==> src/rtl/switch_mcu_ifu_prefetch.sv <==
// Instruction-fetch unit with prefetch FIFO for the switch MCU core.
//
// Issues pipelined incrementing word reads on AHB-Lite, buffers returned
// words with their PC (and a bus-error flag) in a FIFO, and hands them to
// the decoder over valid/ready. Handles PC redirects and bus errors.
//
// Ports:
//   in_clk, in_rst        clock, asynchronous active-high reset
//   in_init_done          start fetching once seen high (sticky)
//   in_hready/in_hresp/in_hrdata   AHB slave response
//   out_haddr/out_htrans  AHB address phase; other out_h* are constant
//   out_inst_valid/out_inst/out_inst_pc/out_inst_err, in_inst_ready
//                         FIFO head towards the decoder
//   in_pc_override/in_pc_write    single-cycle redirect request and target
//   out_fifo_level        current FIFO occupancy
module switch_mcu_ifu_prefetch #(
    parameter int unsigned FIFO_DEPTH = 4,
    parameter logic [31:0] RESET_PC   = 32'h0000_0000,
    parameter int unsigned LVL_W      = $clog2(FIFO_DEPTH) + 1
) (
    input  logic             in_clk,
    input  logic             in_rst,
    input  logic             in_init_done,
    input  logic             in_hready,
    input  logic             in_hresp,
    input  logic [31:0]      in_hrdata,
    output logic [31:0]      out_haddr,
    output logic [1:0]       out_htrans,
    output logic             out_hwrite,
    output logic [2:0]       out_hsize,
    output logic [2:0]       out_hburst,
    output logic [3:0]       out_hprot,
    output logic             out_hmastlock,
    output logic             out_inst_valid,
    output logic [31:0]      out_inst,
    output logic [31:0]      out_inst_pc,
    output logic             out_inst_err,
    input  logic             in_inst_ready,
    input  logic             in_pc_override,
    input  logic [31:0]      in_pc_write,
    output logic [LVL_W-1:0] out_fifo_level
);
    localparam int unsigned PTR_W = $clog2(FIFO_DEPTH);

    typedef enum logic [1:0] {StWaitInit, StFetch, StHalt} state_e;
    state_e state_q, state_d;

    logic [31:0]      haddr_q, haddr_d;
    logic             seq_q, seq_d;
    logic             held_q, held_d;
    logic             redir_pend_q, redir_pend_d;
    logic [31:0]      redir_pc_q, redir_pc_d;
    logic             dphase_q, dphase_d;
    logic [31:0]      dpc_q, dpc_d;
    logic             discard_q, discard_d;
    logic             err_q, err_d;
    logic [LVL_W-1:0] count_q, count_d;
    logic [PTR_W-1:0] rd_ptr_q, rd_ptr_d, wr_ptr_q, wr_ptr_d;

    logic [31:0]           mem_inst_q [FIFO_DEPTH];
    logic [31:0]           mem_pc_q   [FIFO_DEPTH];
    logic [FIFO_DEPTH-1:0] mem_err_q;

    logic [31:0] redir_target;
    logic        credit_ok, addr_active, held_now, accept;
    logic        complete, push, push_err, pop, fifo_valid;

    assign redir_target = {in_pc_write[31:2], 2'b00};
    // Reserve a slot for the data phase already on the bus.
    assign credit_ok    = (32'(count_q) + 32'(dphase_q)) < FIFO_DEPTH;
    assign accept       = addr_active && in_hready;
    assign held_now     = addr_active && !in_hready;
    assign complete     = dphase_q && in_hready;
    // A redirect in the same cycle drops the returning word.
    assign push         = complete && !discard_q && !in_pc_override;
    assign push_err     = push && in_hresp;
    assign fifo_valid   = (count_q != '0);
    assign pop          = fifo_valid && in_inst_ready && !in_pc_override;

    // FSM state register
    always_ff @(posedge in_clk or posedge in_rst) begin
        if (in_rst) state_q <= StWaitInit;
        else        state_q <= state_d;
    end

    // FSM next state
    always_comb begin
        state_d = state_q;
        case (state_q)
            StWaitInit: if (in_init_done)   state_d = StFetch;
            StFetch:    if (push_err)       state_d = StHalt;
            StHalt:     if (in_pc_override) state_d = StFetch;
            default:                        state_d = StWaitInit;
        endcase
    end

    // FSM outputs: a transfer stalled by hready=0 stays on the bus regardless of credit.
    always_comb begin
        addr_active = (state_q == StFetch) && !err_q && (held_q || credit_ok);
        out_htrans  = addr_active ? (seq_q ? 2'b11 : 2'b10) : 2'b00;
        out_haddr   = haddr_q;
    end

    // Address sequencing and data-phase tracking
    always_comb begin
        haddr_d      = haddr_q;
        seq_d        = seq_q;
        redir_pend_d = redir_pend_q;
        redir_pc_d   = redir_pc_q;
        held_d       = held_now;
        if (in_pc_override && !held_now) begin
            haddr_d      = redir_target;
            seq_d        = 1'b0;
            redir_pend_d = 1'b0;
        end else if (in_pc_override) begin
            // Stalled address phase must be held; retarget once it is accepted.
            redir_pend_d = 1'b1;
            redir_pc_d   = redir_target;
        end else if (accept) begin
            if (redir_pend_q) begin
                haddr_d      = redir_pc_q;
                seq_d        = 1'b0;
                redir_pend_d = 1'b0;
            end else begin
                haddr_d = haddr_q + 32'd4;
                seq_d   = 1'b1;
            end
        end else if (!addr_active) begin
            seq_d = 1'b0;
        end

        if (in_hready) begin
            dphase_d  = accept;
            dpc_d     = haddr_q;
            // A transfer accepted alongside or before a pending redirect is stale.
            discard_d = accept && (in_pc_override || redir_pend_q);
            err_d     = 1'b0;
        end else begin
            dphase_d  = dphase_q;
            dpc_d     = dpc_q;
            discard_d = discard_q || (in_pc_override && dphase_q);
            // First error cycle: go IDLE from the next cycle on.
            err_d     = err_q || (dphase_q && in_hresp);
        end
    end

    // FIFO pointers and level; a redirect flush beats push and pop.
    always_comb begin
        rd_ptr_d = rd_ptr_q;
        wr_ptr_d = wr_ptr_q;
        count_d  = count_q;
        if (in_pc_override) begin
            rd_ptr_d = '0;
            wr_ptr_d = '0;
            count_d  = '0;
        end else begin
            if (push) wr_ptr_d = wr_ptr_q + PTR_W'(1);
            if (pop)  rd_ptr_d = rd_ptr_q + PTR_W'(1);
            count_d = count_q + LVL_W'(push) - LVL_W'(pop);
        end
    end

    always_ff @(posedge in_clk or posedge in_rst) begin
        if (in_rst) begin
            haddr_q      <= RESET_PC;
            seq_q        <= 1'b0;
            held_q       <= 1'b0;
            redir_pend_q <= 1'b0;
            redir_pc_q   <= '0;
            dphase_q     <= 1'b0;
            dpc_q        <= '0;
            discard_q    <= 1'b0;
            err_q        <= 1'b0;
            count_q      <= '0;
            rd_ptr_q     <= '0;
            wr_ptr_q     <= '0;
        end else begin
            haddr_q      <= haddr_d;
            seq_q        <= seq_d;
            held_q       <= held_d;
            redir_pend_q <= redir_pend_d;
            redir_pc_q   <= redir_pc_d;
            dphase_q     <= dphase_d;
            dpc_q        <= dpc_d;
            discard_q    <= discard_d;
            err_q        <= err_d;
            count_q      <= count_d;
            rd_ptr_q     <= rd_ptr_d;
            wr_ptr_q     <= wr_ptr_d;
        end
    end

    // Storage needs no reset: the head is masked while the FIFO is empty.
    always_ff @(posedge in_clk) begin
        if (push) begin
            mem_inst_q[wr_ptr_q] <= push_err ? 32'h0 : in_hrdata;
            mem_pc_q[wr_ptr_q]   <= dpc_q;
            mem_err_q[wr_ptr_q]  <= in_hresp;
        end
    end

    assign out_inst_valid = fifo_valid;
    assign out_inst       = fifo_valid ? mem_inst_q[rd_ptr_q] : 32'h0;
    assign out_inst_pc    = fifo_valid ? mem_pc_q[rd_ptr_q] : 32'h0;
    assign out_inst_err   = fifo_valid && mem_err_q[rd_ptr_q];
    assign out_fifo_level = count_q;

    assign out_hwrite    = 1'b0;
    assign out_hsize     = 3'b010;
    assign out_hburst    = 3'b001;
    assign out_hprot     = 4'b0010;
    assign out_hmastlock = 1'b0;
endmodule

==> config.mk <==
export PLATFORM = sky130hd
export DESIGN_NAME = switch_mcu_ifu_prefetch
export DESIGN_NICKNAME = d
export VERILOG_FILES = /design/src/rtl/switch_mcu_ifu_prefetch.sv
export SDC_FILE = /design/constraint.sdc
export NUM_CORES = 1
export LEC_CHECK = 0
export ABC_CLOCK_PERIOD_IN_PS = 3500
export CAP_MARGIN = 0
export CORE_ASPECT_RATIO = 0.5
export CORE_MARGIN = 1.5
export CORE_UTILIZATION = 45
export CTS_BUF_LIST = sky130_fd_sc_hd__clkbuf_2
export CTS_CLUSTER_DIAMETER = 80
export CTS_CLUSTER_SIZE = 40
export DETAILED_ROUTE_END_ITERATION = 8
export PLACE_DENSITY = 0.69
export SLEW_MARGIN = 20
export SYNTH_ARGS = -nofsm -noshare
export SYNTH_HDL_FRONTEND = slang
export SYNTH_SLANG_ARGS = --single-unit
==> constraint.sdc <==
create_clock -name in_clk -period 3.5 [get_ports in_clk]
set_clock_uncertainty 0.05 [all_clocks]
set_input_delay 0.7 -clock in_clk [delete_from_list [all_inputs] [get_ports in_clk]]
set_output_delay 0.7 -clock in_clk [all_outputs]
set_load 0.05 [all_outputs]
## Yosys cells after proc, flatten, opt, wreduce, memory -nomap -nowiden

Memory sizes are Yosys's and may differ from the RTL's.
Index checks and enable logic that the tools add are counted.

| operators by class | value |
|---|---|
| eq/ne operators | 7 |
| multiply operators | 0 |
| add/sub/neg operators | 6 |
| order comparisons | 4 |
| mux-type cells | 35 |
| bitwise gates (word level) | 1 |
| reduce and logical (&&, ||, !) cells | 35 |
| shift operators | 0 |
| divide/modulo/power cells | 0 |

Operators with widths:

| cell | number |
|---|---|
| $mux W32 | 7 |
| $add A32 B3 Y32 const B | 1 |
| $logic_and A1 B1 Y1 | 16 |
| $mux W2 | 8 |
| $mux W1 | 15 |
| $lt A2 B3 Y1 const B | 2 |
| $ne A2 B2 Y1 const B | 3 |
| $pmux W2 S3 | 1 |
| $reduce_and A2 Y1 | 3 |
| $reduce_bool A2 Y1 | 3 |
| $reduce_bool A3 Y1 | 2 |
| $logic_not A1 Y1 | 5 |
| $add A2 B1 Y2 const B | 2 |
| $add A3 B1 Y4 | 1 |
| $bwmux W4 | 1 |
| $logic_or A1 B1 Y1 | 4 |
| $lt A4 B3 Y1 const B | 1 |
| $add A3 B1 Y3 | 1 |
| $mux W3 | 1 |
| $ne A3 B1 Y1 const B | 1 |
| $reduce_and A3 Y1 | 1 |
| $sub A3 B1 Y3 | 1 |
| $bmux W1 S2 | 1 |
| $demux W1 S2 | 1 |
| other kinds (6) | 6 |

| storage, ports and cells | value |
|---|---|
| logic and storage cells | 104 |
| memory bits (read-only) | 0 |
| memory bits (writable) | 256 |
| output and inout bits | 115 |
| bits in latches | 0 |
| memories | 2 |
| register bits | 113 |

Memory list:

| name | words | bits a word | read ports | clocked after memory_dff | wr ports | line | source |
|---|---|---|---|---|---|---|---|
| mem_inst_q | 4 | 32 | 1 | 0 | 1 | 60 | `logic [31:0] mem_inst_q [FIFO_DEPTH];` |
| mem_pc_q | 4 | 32 | 1 | 0 | 1 | 61 | `logic [31:0] mem_pc_q [FIFO_DEPTH];` |

## Depth between registers and ports, before layout

| depth | value |
|---|---|
| depth after elaboration | 9 |
| gate-level depth with buffers | 11 |
| depth with buffers taken out | 10 |

## Least setup slack after synthesis

No wires, ideal clock.

| timing | value |
|---|---|
| path kind | input to register |
| from | in in_pc_override |
| to | reg mem_err_q[0] (enable) |
| setup slack | 0.358 ns |
| stages on the path | 3 |
| setup time | 0.428 ns |
| data arrival time | 2.665 ns |
| cell sequence | clkbuf_1 nor2_1 and2_1 |

| between the ends | value |
|---|---|
| longest elaborated chain between the ends | 2 |

RTL lines:

| element | line | source |
|---|---|---|
| start: declaration | 39 | `input logic in_pc_override,` |
| $logic_not A1 Y1 | 75 | `assign push = complete && !discard_q && !in_pc_override;` |
| $logic_and A1 B1 Y1 | 75 |  |
| end signal: indexed assignment | 198 | `mem_err_q[wr_ptr_q] <= in_hresp;` |
| end: declaration | 62 | `logic [FIFO_DEPTH-1:0] mem_err_q;` |

No other way between the ends.
A chain may end at the register's enable or synchronous reset.

## Worst setup path after layout

| timing | value |
|---|---|
| from | reg rd_ptr_q[0] |
| to | out out_inst[28] |

| between the ends | value |
|---|---|
| longest elaborated chain between the ends | 2 |

RTL lines:

| element | line | source |
|---|---|---|
| start: declaration | 58 | `logic [PTR_W-1:0] rd_ptr_q, rd_ptr_d, wr_ptr_q, wr_ptr_d;` |
| start signal: assignment | 188 | `rd_ptr_q <= rd_ptr_d;` |
| $mem_v2 Z4 W32 | - |  |
| $mux W32 | 203 | `assign out_inst = fifo_valid ? mem_inst_q[rd_ptr_q] : 32'h0;` |
| end: declaration | 35 | `output logic [31:0] out_inst,` |

No other way between the ends.

==> out/results.txt <==
status - finished, violations left
failing checks - setup timing
weighted congestion at the end of routability-driven global placement - 0.799
number of warnings printed during yosys synthesis - 0
fraction of power consumed by combinational cells - 0.470
fraction of synthesis flops using an asynchronous set or reset pin - 0.294
number of cell rows - 47
number of iterations in the first detailed-routing pass - 4
Clock Pin Slew Worst Setup and Hold Paths - 0.64 ns
Die Height - 133 um
average vias per placed instance - 5.47
final critical-path required period - 3.58 ns
pre-CTS worst setup slack - 0.393 ns
Reg2Reg Setup Slack - 0.77 ns
element type at the critical path end - primary output
starting density of the core - 0.458
GRT Resource Usage Total - 0.195
maximum level of the CTS H-tree - 1
Max Fanout on Critical Path - 9
class of the most critical setup path - flop to primary output
required time worst endpoint - 2.75 ns
Final ANT Viol Nets - 0
share of layout cells above drive strength 1 - 0.313
library cell occupying the most area in the post-synthesis netlist - edfxtp_1
switching power of the nets - 5650 uW
Filler cells - 2583
Post-Syn Instances - 933
via count of the routed design - 8571
net switching fraction of the power - 0.400
post-synthesis cell type count - 56
# port buffers - 167
maximum number of pins on one net before global-route repair - 67
worst hold path depth - 3
smallest hold slack - 0.139 ns
Worst Slack Setup Final - -0.0757 ns
placed wire-length estimate - 20600 um
Mapped Avg Cell Area - 16.2 um^2
via count of the first global-routing pass - 8718
cell types occupying the most area after synthesis - edfxtp_1 (50%), dfrtp_1 (17%), mux4_2 (9.4%)
number of buffers inserted during clock tree synthesis - 13
Hold Violations, Final - 0
startpoint of the worst hold path - in_pc_write[6]
Chip Width - 262 um
global-route wire length before repair - 52100 um
endpoint of the most critical register-to-register path - out_fifo_level[2]$_DFF_PP0_
global-route congestion overflow total - 0
ys flop type - edfxtp_1
Highest Clock Rate - 0.280 GHz
unrepaired setup endpoints after global routing - true
clock network fraction of design power - 0.098
number of nets in the final layout - 1199
Final Routed Wirelength - 34000 um
total I/O pin count - 186
critical path arrival - 2.83 ns
source of the worst register-to-register timing path - out_fifo_level[1]$_DFF_PP0_
CTS sink cnt - 357
max-slew violation count - 0
Hold EP - out_haddr[6]$_DFFE_PP0P_
largest vdd supply drop - 0.000316 V
register area share after synthesis - 0.673
number of antenna violations at the first check in global routing - 3
Post-synth EDFFs - 252
Internal Power - 8470 uW
pwr dens - 773 nW/um^2
period utilisation layout - 1.02
Worst R2R Path Depth - 11
mapped cell area - 15100 um^2
number of design rule violations left after detail routing - 0
number of buffers on the longest clock path - 3
number of synthesized register bits - 357
clk_lat worst skew - 1.05 ns
mean routed wirelength per cell - 21.7 um
count of endpoints failing setup in the final report - 51
clock tree from TritonCTS - built
leakage power - 0.00659 uW
sum of negative setup slack - -1.87 ns
worst hold-check path type - primary input to flop
full die area - 34800 um^2
relative slew slack - 0.501
Placeable Area - 33100 um^2
area growth from synthesis to layout - 20.7%
Reg power frac - 0.432
number of maximum-capacitance constraint violations - 0
Slew @ Worst Pin - 0.744 ns
clk root buf - clkbuf_2
launching element type of the critical path - flop
drt first-iter violations - 719
top cell type's share of synthesized area - 0.500
-- per-stage QoR --
| stage | power (uW) | utilization | cell area [um^2] | std cells |
|---|---|---|---|---|
| 6_report | 14100 | 0.552 | 18300 | 1566 |
| 5_1_grt | 14700 | 0.552 | 18300 | 1566 |
| 4_1_cts | 14000 | 0.546 | 18100 | 1563 |
| 3_5_place_dp | 11700 | 0.522 | 17300 | 1511 |
| 3_3_place_gp | 11600 | 0.521 | 17300 | 1511 |
| 2_1_floorplan | 9860 | - | 15200 | 947 |
-- registers in the layout, summed over array words and instances, names as in the netlist --
register / flops
redir_pc_q: 30
mem_err_q: 4
discard_q: 1
wr_ptr_q: 2
held_q: 1
out_haddr: 30
out_fifo_level: 3
dphase_q: 1
state_q: 2
dpc_q: 30
err_q: 1
mem_inst_q: 128
seq_q: 1
redir_pend_q: 1
rd_ptr_q: 2
mem_pc_q: 120
-- Yosys cell counts (13+ instances only) --
cell and count:
nand2_1 35, buf_2 15, and2_1 102, edfxtp_1 252
inv_1 13, buf_4 17, a21oi_1 19, dfrtp_1 105
mux2_2 65, o21ai_0 22, clkbuf_1 29, nor2_1 34
mux4_2 63
-- critical path, cell delays in order, from the launching register on --
cell	delay, ns
dfrtp_4	0.61
buf_16	0.18
buf_16	0.16
mux4_2	0.51
and2_4	0.17
buf_6	0.14
-- power by group through the flow --
| stage | Clock, uW | Combinational, uW | Sequential (uW) |
|---|---|---|---|
| after floorplan | 0 | 3420 | 6440 |
| after global placement | 0 | 5390 | 6170 |
| after detailed placement | 0 | 5460 | 6240 |
| after CTS | 1430 | 6450 | 6090 |
| after global routing | 1550 | 6960 | 6200 |
| final | 1380 | 6640 | 6100 |
-- how the worst max path moves through the flow --
| stage | start | endpoint | slack (ns) | cells after the start |
|---|---|---|---|---|
| after floorplan | in_pc_override | mem_err_q[0]$_DFFE_PP_ | 0.36 | 3 |
| after global placement | rd_ptr_q[0]$_DFFE_PP0P_ | out_inst[1] | 0.41 | 4 |
| after detailed placement | rd_ptr_q[0]$_DFFE_PP0P_ | out_inst[1] | 0.39 | 4 |
| after CTS | rd_ptr_q[0]$_DFFE_PP0P_ | out_inst[1] | -0.21 | 5 |
| after global routing | rd_ptr_q[0]$_DFFE_PP0P_ | out_inst_pc[21] | -0.25 | 5 |
| final | rd_ptr_q[0]$_DFFE_PP0P_ | out_inst[28] | -0.08 | 5 |
-- layout by cell type (no fill, tap or decap), drive strengths merged, types with 5 or more instances in the layout --
master         instances
a211oi                 7
a21oi                 19
and2                 102
and3                   5
buf                  119
clkbuf                15
clkdlybuf4s50         93
conb                  16
dfrtp                105
dlymetal6s2s           7
edfxtp               252
ha                     8
inv                   14
mux2                  66
mux2i                 10
mux4                  63
nand2                 35
nand2b                 5
nand3                 12
nand4                 11
nor2                  34
nor3                   6
nor4                   7
o21ai                 23
o22ai                 12
o31ai                  5
xnor2                 12
xor2                  11
-- metal layers --
| metal | vias up | share of wire | track usage |
|---|---|---|---|
| li1 | 3853 | - | - |
| met1 | 4461 | 0.44 | 0.274 |
| met2 | 213 | 0.50 | 0.331 |
| met3 | 44 | 0.045 | 0.0251 |
| met4 | 0 | 0.021 | 0.0401 |
| met5 | - | 0 | 0 |
-- logic make-up after synthesis --
kind of cell             share of synthesized area
AO/OA/AOI/OAI                               0.0403
XOR/XNOR                                    0.0133
adder cells (fa/ha/maj)                    0.00793
buffers and inverters                       0.0273
flip-flops                                   0.673
multiplexers                                 0.150
other                                     0.000496
AND/OR/NAND/NOR                             0.0880
-- final cells by class --
class                           count  area [um^2]  share of cell area
Sequential cell                   357        10200               0.558
Multi-Input combinational cell    509         4780               0.261
Timing Repair Buffer              223         2540               0.139
Tap cell                          441          552              0.0302
Clock buffer                       14         70.1             0.00383
Clock inverter                      5         70.1             0.00383
Inverter                           15         60.1             0.00329
Antenna cell                        2         5.00            0.000274
-- what timing repair did --
item	4_1_cts	5_1_grt
setup buffers	23	1
cloned	8	1
setup endpoints to repair	66	72
hold endpoints to repair	12	0
hold buffers	2	0
gates resized for setup	274	63
pin swaps	4	9
No activity file was read; power rests on OpenSTA's default activity.
